--- config.mk ---
export PLATFORM = sky130hd
export DESIGN_NAME = decode_execute_reg
export DESIGN_NICKNAME = d
export VERILOG_FILES = /design/src/rtl/decode_execute_reg_pkg.sv /design/src/rtl/decode_execute_reg_wb_bypass.sv /design/src/rtl/decode_execute_reg.sv
export SDC_FILE = /design/constraint.sdc
export NUM_CORES = 1
export LEC_CHECK = 0
export ABC_AREA = 0
export ABC_CLOCK_PERIOD_IN_PS = 2400
export BUFFER_PORTS_ARGS = -buffer_cell sky130_fd_sc_hd__buf_2
export CAP_MARGIN = 20
export CORE_AREA = 2 2 135 137
export DETAILED_ROUTE_END_ITERATION = 10
export DIE_AREA = 0 0 137 139
export GPL_TIMING_DRIVEN = 1
export PLACE_DENSITY = 0.7
export SLEW_MARGIN = 20
export SYNTH_ARGS = -nofsm -noshare
export SYNTH_HDL_FRONTEND = slang
export SYNTH_SLANG_ARGS = --single-unit
--- constraint.sdc ---
create_clock -name clk -period 2.4 [get_ports clk]
set_input_delay 0.24 -clock clk [delete_from_list [all_inputs] [get_ports clk]]
set_output_delay 0.24 -clock clk [all_outputs]
set_load 0.005 [all_outputs]
--- src/rtl/decode_execute_reg_pkg.sv ---
// decode_execute_reg_pkg: shared widths, encodings and control bundle for the D->EX register
package decode_execute_reg_pkg;
  localparam int XLEN     = 32;
  localparam int RADDR_W  = 5;
  localparam int ALUCTL_W = 3;
  typedef enum logic [ALUCTL_W-1:0] {
    ALU_ADD = 3'b000,
    ALU_SUB = 3'b001,
    ALU_AND = 3'b010,
    ALU_OR  = 3'b011,
    ALU_SLT = 3'b101
  } alu_op_e;
  typedef enum logic {
    RES_ALU = 1'b0,
    RES_MEM = 1'b1
  } result_src_e;
  typedef struct packed {
    logic                valid;
    logic [ALUCTL_W-1:0] alu_control;
    logic                alu_src;
    logic                mem_write;
    logic                reg_write;
    logic                result_src;
    logic                branch;
  } ctrl_t;
  localparam ctrl_t CTRL_BUBBLE = '0;
  function automatic logic wb_hit(input logic w_reg_write, input logic [RADDR_W-1:0] w_rd,
                                  input logic [RADDR_W-1:0] idx);
    return w_reg_write && (w_rd != '0) && (w_rd == idx);
  endfunction
endpackage

--- src/rtl/decode_execute_reg_wb_bypass.sv ---
// wb_bypass: picks the writeback result over a register value when WB writes that register
module wb_bypass
  import decode_execute_reg_pkg::*;
(
  input  logic               en,
  input  logic               w_reg_write,
  input  logic [RADDR_W-1:0] w_rd,
  input  logic [XLEN-1:0]    w_result,
  input  logic [RADDR_W-1:0] idx,
  input  logic [XLEN-1:0]    val,
  output logic [XLEN-1:0]    y
);
  assign y = (en && wb_hit(w_reg_write, w_rd, idx)) ? w_result : val;
endmodule

--- src/rtl/decode_execute_reg.sv ---
// decode_execute_reg: D->EX/MEM pipeline register with stall, flush and WB forwarding
module decode_execute_reg
  import decode_execute_reg_pkg::*;
(
  input  logic                clk,
  input  logic                rst_n,
  input  logic                stall,
  input  logic                flush,
  input  logic                d_valid,
  input  logic [XLEN-1:0]     d_pc,
  input  logic [XLEN-1:0]     d_rd1,
  input  logic [XLEN-1:0]     d_rd2,
  input  logic [XLEN-1:0]     d_imm_ext,
  input  logic [RADDR_W-1:0]  d_rs1,
  input  logic [RADDR_W-1:0]  d_rs2,
  input  logic [RADDR_W-1:0]  d_rd,
  input  logic [ALUCTL_W-1:0] d_alu_control,
  input  logic                d_alu_src,
  input  logic                d_mem_write,
  input  logic                d_reg_write,
  input  logic                d_result_src,
  input  logic                d_branch,
  input  logic                w_reg_write,
  input  logic [RADDR_W-1:0]  w_rd,
  input  logic [XLEN-1:0]     w_result,
  output logic                e_valid,
  output logic [XLEN-1:0]     e_pc,
  output logic [XLEN-1:0]     e_src_a,
  output logic [XLEN-1:0]     e_write_data,
  output logic [XLEN-1:0]     e_imm_ext,
  output logic [RADDR_W-1:0]  e_rs1,
  output logic [RADDR_W-1:0]  e_rs2,
  output logic [RADDR_W-1:0]  e_rd,
  output logic [ALUCTL_W-1:0] e_alu_control,
  output logic                e_alu_src,
  output logic                e_mem_write,
  output logic                e_reg_write,
  output logic                e_result_src,
  output logic                e_branch
);
  ctrl_t ctrl_q, ctrl_d, d_ctrl;
  logic [XLEN-1:0] pc_q, pc_d, op_a_q, op_a_d, op_b_q, op_b_d, imm_q, imm_d;
  logic [RADDR_W-1:0] rs1_q, rs1_d, rs2_q, rs2_d, rd_q, rd_d;
  logic [XLEN-1:0] cap_a, cap_b;
  assign d_ctrl = '{valid: d_valid, alu_control: d_alu_control, alu_src: d_alu_src,
                    mem_write: d_mem_write, reg_write: d_reg_write,
                    result_src: d_result_src, branch: d_branch};
  wb_bypass u_cap_a (.en(1'b1), .w_reg_write(w_reg_write), .w_rd(w_rd), .w_result(w_result),
                     .idx(d_rs1), .val(d_rd1), .y(cap_a));
  wb_bypass u_cap_b (.en(1'b1), .w_reg_write(w_reg_write), .w_rd(w_rd), .w_result(w_result),
                     .idx(d_rs2), .val(d_rd2), .y(cap_b));
  wb_bypass u_out_a (.en(ctrl_q.valid), .w_reg_write(w_reg_write), .w_rd(w_rd), .w_result(w_result),
                     .idx(rs1_q), .val(op_a_q), .y(e_src_a));
  wb_bypass u_out_b (.en(ctrl_q.valid), .w_reg_write(w_reg_write), .w_rd(w_rd), .w_result(w_result),
                     .idx(rs2_q), .val(op_b_q), .y(e_write_data));
  // next state: bubble on flush or invalid load, hold with operand refresh on stall, else load
  always_comb begin
    ctrl_d = ctrl_q;
    pc_d   = pc_q;
    imm_d  = imm_q;
    rs1_d  = rs1_q;
    rs2_d  = rs2_q;
    rd_d   = rd_q;
    op_a_d = wb_hit(w_reg_write, w_rd, rs1_q) ? w_result : op_a_q;
    op_b_d = wb_hit(w_reg_write, w_rd, rs2_q) ? w_result : op_b_q;
    if (flush || (!stall && !d_valid)) begin
      ctrl_d = CTRL_BUBBLE;
      pc_d   = '0;
      imm_d  = '0;
      rs1_d  = '0;
      rs2_d  = '0;
      rd_d   = '0;
      op_a_d = '0;
      op_b_d = '0;
    end else if (!stall) begin
      ctrl_d = d_ctrl;
      pc_d   = d_pc;
      imm_d  = d_imm_ext;
      rs1_d  = d_rs1;
      rs2_d  = d_rs2;
      rd_d   = d_rd;
      op_a_d = cap_a;
      op_b_d = cap_b;
    end
  end
  // state registers, cleared asynchronously so reset drops any held instruction at once
  always_ff @(posedge clk or negedge rst_n) begin
    if (!rst_n) begin
      ctrl_q <= CTRL_BUBBLE;
      pc_q   <= '0;
      imm_q  <= '0;
      rs1_q  <= '0;
      rs2_q  <= '0;
      rd_q   <= '0;
      op_a_q <= '0;
      op_b_q <= '0;
    end else begin
      ctrl_q <= ctrl_d;
      pc_q   <= pc_d;
      imm_q  <= imm_d;
      rs1_q  <= rs1_d;
      rs2_q  <= rs2_d;
      rd_q   <= rd_d;
      op_a_q <= op_a_d;
      op_b_q <= op_b_d;
    end
  end
  assign e_valid       = ctrl_q.valid;
  assign e_alu_control = ctrl_q.alu_control;
  assign e_alu_src     = ctrl_q.alu_src;
  assign e_mem_write   = ctrl_q.mem_write;
  assign e_reg_write   = ctrl_q.reg_write;
  assign e_result_src  = ctrl_q.result_src;
  assign e_branch      = ctrl_q.branch;
  assign e_pc          = pc_q;
  assign e_imm_ext     = imm_q;
  assign e_rs1         = rs1_q;
  assign e_rs2         = rs2_q;
  assign e_rd          = rd_q;
endmodule
# Word level (Yosys, flattened, before mapping)
# Cells that the tools add are included.
# totals
regBits	152
latchBits	0
mem_bits_ro	0
in_bits	194
mem_bits_rw	0
n_memories	0
# classes
mul	0
n_mux	22
shift	0
div	0
n_reduce_logical	12
add_sub_neg	0
n_eq_ne	7
bitwise	0
order_cmp	0
# ops
op	n
$mux W32	14
$mux W5	6
$eq A5 B5 Y1	4
$mux W9	2
$logic_and A1 B1 Y1	8
$ne A3 B1 Y1 const B	2
$reduce_bool A5 Y1	1
$logic_not A1 Y1	2
$ne A2 B1 Y1 const B	1
$logic_or A1 B1 Y1	1

# Longest topological paths before layout
# depth
word_depth	6
mapped_depth	8
depth_no_buf	5

# By module
# Synthesis repeated with hierarchy kept, for this count alone.
# unflattened
hier_cells	715
hier_area_um2	9021.2
# by_module_without_submodules
module	n_inst	area_per_inst_um2	cells_per_inst
decode_execute_reg	1	6618.8	531
wb_bypass	4	600.6	46

# Least setup slack after synthesis
# No wires, ideal clock.
# synth_path
path_type	input-to-output
from	in w_rd[2]
to	out e_write_data[10]
path_slack_ps	285
required_time_ps	2160
stages	7
path_buffers	3
arrival_time_ps	1875
path_cell_list	buf_2 -> or4_4 -> o21a_4 -> and3_1 -> buf_6 -> buf_6 -> mux2_4
# synth_between
elab_chain_cells	5
word_cells_on_any_way	6
classes_between	eq/ne: 1; mux: 1; reduce/logical: 4
# synth_rtl
element	line	source
start, declared	decode_execute_reg.sv:24	input logic [RADDR_W-1:0] w_rd,
$reduce_bool A5 Y1	decode_execute_reg_pkg.sv:29	return w_reg_write && (w_rd != '0) && (w_rd == idx);
$logic_and A1 B1 Y1	decode_execute_reg_pkg.sv:29	
$logic_and A1 B1 Y1 *	decode_execute_reg_pkg.sv:29	
$logic_and A1 B1 Y1 *	decode_execute_reg_wb_bypass.sv:13	assign y = (en && wb_hit(w_reg_write, w_rd, idx)) ? w_result : val;
$mux W32 *	decode_execute_reg_wb_bypass.sv:13	
end, declared	decode_execute_reg.sv:29	output logic [XLEN-1:0] e_write_data,
# Mark *: on every way between the ends. The rest lies on a longest branch, timed or not.

# Final worst setup path
# layout_path
from	reg rs2_q[2] (netlist: e_rs2[2])
to	out e_write_data[17]
# layout_between
elab_chain_cells	4
# layout_rtl
element	line	source
start, declared	decode_execute_reg.sv:43	logic [RADDR_W-1:0] rs1_q, rs1_d, rs2_q, rs2_d, rd_q, rd_d;
start signal, assigned	decode_execute_reg.sv:102	rs2_q <= rs2_d;
$eq A5 B5 Y1	decode_execute_reg_pkg.sv:29	
$logic_and A1 B1 Y1	decode_execute_reg_pkg.sv:29	
$logic_and A1 B1 Y1	decode_execute_reg_wb_bypass.sv:13	
$mux W32	decode_execute_reg_wb_bypass.sv:13	
# No other way between the ends.

==> metrics.csv <==
stage,metric,value,unit
timing,max_slew headroom,68.9,%
worst_setup_path,r2r setup slk,0.68,ns
timing,post-layout min period,2.50,ns
yosys,warnings from Yosys,0,
pwr,Logic pwr share,13.7,%
cells_and_area,"commonest non-fill, non-tap cell in the layout",buf_2,
yosys,Synth Area in XOR/XNOR,2.43,%
timing,worst-margin pin slew,0.465,ns
timing,RSZ-0062 raised after global routing,yes,
worst_setup_path,WS Path Type,flop to primary output,
yosys,Simple-Gate Fraction of Synth Area,1.09,%
global_route,grt ovf,0,
worst_setup_path,max incr delay on CP,0.39,ns
drt,Avg WL per Cell,19.4,um
clocking,TritonCTS clock tree,built,
hold_path,hold path start,d_pc[15],
hold_path,Hold Crit Endpoint,e_pc[15]$_DFFE_PN0P_,
pwr,cell-internal power,4690,uW
global_route,Total GRT Usage,22.4,%
yosys,compound-gate portion of the synthesized area,19.4,%
cells_and_area,share of post-route cells with drive strength above 1,55.3,%
placement,# port buffers,345,
worst_setup_path,Crit path max-delay family,simple AND/OR/NAND/NOR gates,
clocking,H-tree Lvls,4,
yosys,mux cell area share after synthesis,20.4,%
pwr,PwrDens,616,nW/um^2
global_route,largest net degree at the start of global routing,87,
cells_and_area,fin area,10300,um^2
drt,via count,5715,
cells_and_area,Final nets,1067,
placement,DP Area,9330,um^2
floorplan,Ports,346,
status,failing checks,setup timing,
status,outcome,finished with violations,
cells_and_area,Final Util,58.2,%
yosys,largest family of logic cells by synthesized area,multiplexers,
clocking,TritonCTS buffer count,17,
cells_and_area,most frequent cells in the layout,"buf_2, dfrtp_1, a22o_1",
yosys,"Avg Cell Area, Syn",13.8,um^2
worst_setup_path,worst-path cell chain,xnor2_1 -> nand3_1 -> nor3_2 -> and3_4 -> buf_12 -> buf_16 -> mux2_4 -> buf_6,
worst_setup_path,crit path buf inv count,3,
worst_setup_path,Critical Path RT,2.16,ns
pwr,Net Sw Frac,25.9,%
floorplan,Die H,139,um
worst_setup_path,Worst setup SP type,flop,
hold_path,Worst Hold Class,input port to flop,
pwr,Flop pwr share,43.1,%
timing,Final Setup Violations,32,
floorplan,Initial Util,40.9,%
clocking,clk root buf,clkbuf_16,
timing,fin. max-slew vios,0,
worst_setup_path,Worst R2R Path Depth,8,
job,maxcap violations,0,
pwr,total power,6330,uW
global_route,antenna violations before repair,4,
floorplan,row count,49,
global_route,global-route wire length before repair,32700,um
worst_setup_path,Critical Path AT,2.26,ns
yosys,Synth Register Bits,152,
drt,drt drc,0,
worst_setup_path,critical path peak fanout,8,
yosys,Synth Area in Adders,0,%
worst_setup_path,worst r2r src,e_rs2[2]$_DFFE_PN0P_,
pwr,switching power,1640,uW
worst_setup_path,slowest library cell on the worst path,dfrtp_1,
timing,Max Clk Rate,400,MHz
drt,final wirelength,21600,um
drt,post-route antenna net violation count,0,
timing,Final Cycle Share,104,%
drt,drt first pass iters,4,
yosys,Synth cell types,25,
pwr,Max VDD drop,0.000461,V
pwr,LEAKAGE,0.00550,uW
drt,DR vias/cell,5.12,
cells_and_area,area grow syn2layout,42.4,%
placement,RD Place Congestion,0.851,
yosys,post-synthesis sequential area ratio,52.7,%
global_route,vias in the first global route,5889,
hold_path,worst hold path depth,2,
pwr,clock share of power,43.2,%
yosys,Mapped Cells,523,
yosys,syn_nets,717,
placement,post-DP HPWL,15300,um
timing,Worst Slack Setup Final,-0.101,ns
clocking,clk_lat worst skew,0.42,ns
timing,Fin Clk Skew,0.00899,ns
floorplan,die width,137,um
clocking,clock transition at the registers of the reported paths,0.07,ns
clocking,CTS Sinks,152,
worst_setup_path,Critical Path End Type,primary output,
timing,Fin. Hold Viols,0,
floorplan,die area,19000,um^2
drt,Iteration-0 DRC Markers,245,
yosys,Synth Cell Area,7220,um^2
floorplan,Core Region,17700,um^2
worst_setup_path,Crit Reg-Reg Endpoint,op_b_q[25]$_DFFE_PN0P_,
clocking,Bufs on Longest Clock Path,2,
## final cells by class
cell class                      instances  area (um^2)
Antenna cell                            1         2.50
Clock buffer                           17          425
Tap cell                              229          287
Sequential cell                       152         3800
Multi-Input combinational cell        321         3220
Timing Repair Buffer                  381         2360
Fill cell                            1427         7380
Clock inverter                         15          176
## registers in the layout, indices dropped and copies added, names as in the netlist
name / cells
e_rs1: 5
e_result_src: 1
e_rs2: 5
e_mem_write: 1
e_alu_control: 3
e_pc: 32
op_b_q: 32
e_branch: 1
e_valid: 1
e_rd: 5
op_a_q: 32
e_alu_src: 1
e_imm_ext: 32
e_reg_write: 1
## power by group through the flow
stage                     clock network, uW  registers, uW  logic, uW
after CTS                              2810           2730        863
after floorplan                           0           2770        371
after global routing                   2930           2740        944
final                                  2740           2730        866
after global placement                    0           2770        820
after detailed placement                  0           2770        831
## cells by family (layout without fill, tap and decap cells)
logic type | Yosys count | in the layout
XOR/XNOR | 20 | 20
buffers and inverters | 50 | 413
flip-flops | 152 | 152
AND/OR/NAND/NOR | 14 | 14
AO/OA/AOI/OAI | 159 | 159
other | 0 | 1
multiplexers | 128 | 128
## through the flow
stage | instances | worst slack [ns] | hold slack (ns) | setup TNS [ns]
global placement | 1071 | 0.151 | 0.150 | 0
detailed placement | 1071 | 0.119 | 0.156 | 0
CTS | 1116 | -0.0227 | 0.0109 | -0.493
finish | 1116 | -0.101 | 0.0296 | -2.11
floorplan | 523 | 0.285 | -0.0556 | 0
global route | 1115 | -0.154 | 0.00968 | -4.12
## worst max-delay path by stage
stage / end / slack [ns] / cells past startpoint / startpoint
2_1_floorplan: e_write_data[10] / 0.29 / 7 / w_rd[2]
3_3_place_gp: e_write_data[29] / 0.15 / 7 / w_rd[2]
5_1_grt: e_write_data[17] / -0.15 / 8 / e_rs2[2]$_DFFE_PN0P_
4_1_cts: e_write_data[9] / -0.02 / 8 / e_rs2[4]$_DFFE_PN0P_
6_report: e_write_data[17] / -0.10 / 8 / e_rs2[2]$_DFFE_PN0P_
3_5_place_dp: e_write_data[28] / 0.12 / 7 / w_rd[2]
## worst reg2reg max path, cell delays in order (launching register included)
cell and delay (ns):
dfrtp_1 0.39, xnor2_1 0.18, nand3_1 0.12, nor3_2 0.19, buf_4 0.15, buf_4 0.12, a31oi_4 0.09, buf_12 0.19
o2bb2ai_1 0.20
## cell usage after synthesis, drive strengths merged
cell type	count	area share [%]
xnor2	10	1.2
o21a	1	0.21
a41oi	1	0.38
a41o	1	0.14
nor3	4	0.28
and3	1	0.087
a22o	87	11
o2bb2ai	64	7.8
dfrtp	152	53
nand2b	2	0.17
buf	29	2.9
nor2	1	0.052
mux2	64	12
mux2i	64	8.9
nand2	1	0.052
nor2b	1	0.087
clkbuf	21	1.1
a21oi	3	0.21
xor2	10	1.2
or4	1	0.16
a31oi	2	0.17
nand3	3	0.21
## metal layers
metal  vias to the layer above  share of wire (%)  track usage [%]
met2                       249                 49             37.4
met3                        28                7.5             6.76
li1                       2714                  -                -
met4                         2                1.9             6.40
met5                         -              0.060                0
met1                      2722                 41             27.9
## timing repair
action / CTS / global route
resized for setup: 28 / 13
pin swaps: 6 / 0
buffers inserted: 10 / 1
endpoints found under the setup margin: 64 / 51
endpoints found under the hold margin: 31 / 0
cloned: 3 / 0
hold buffers: 1 / 0
No activity file was read; power rests on OpenSTA's default activity.
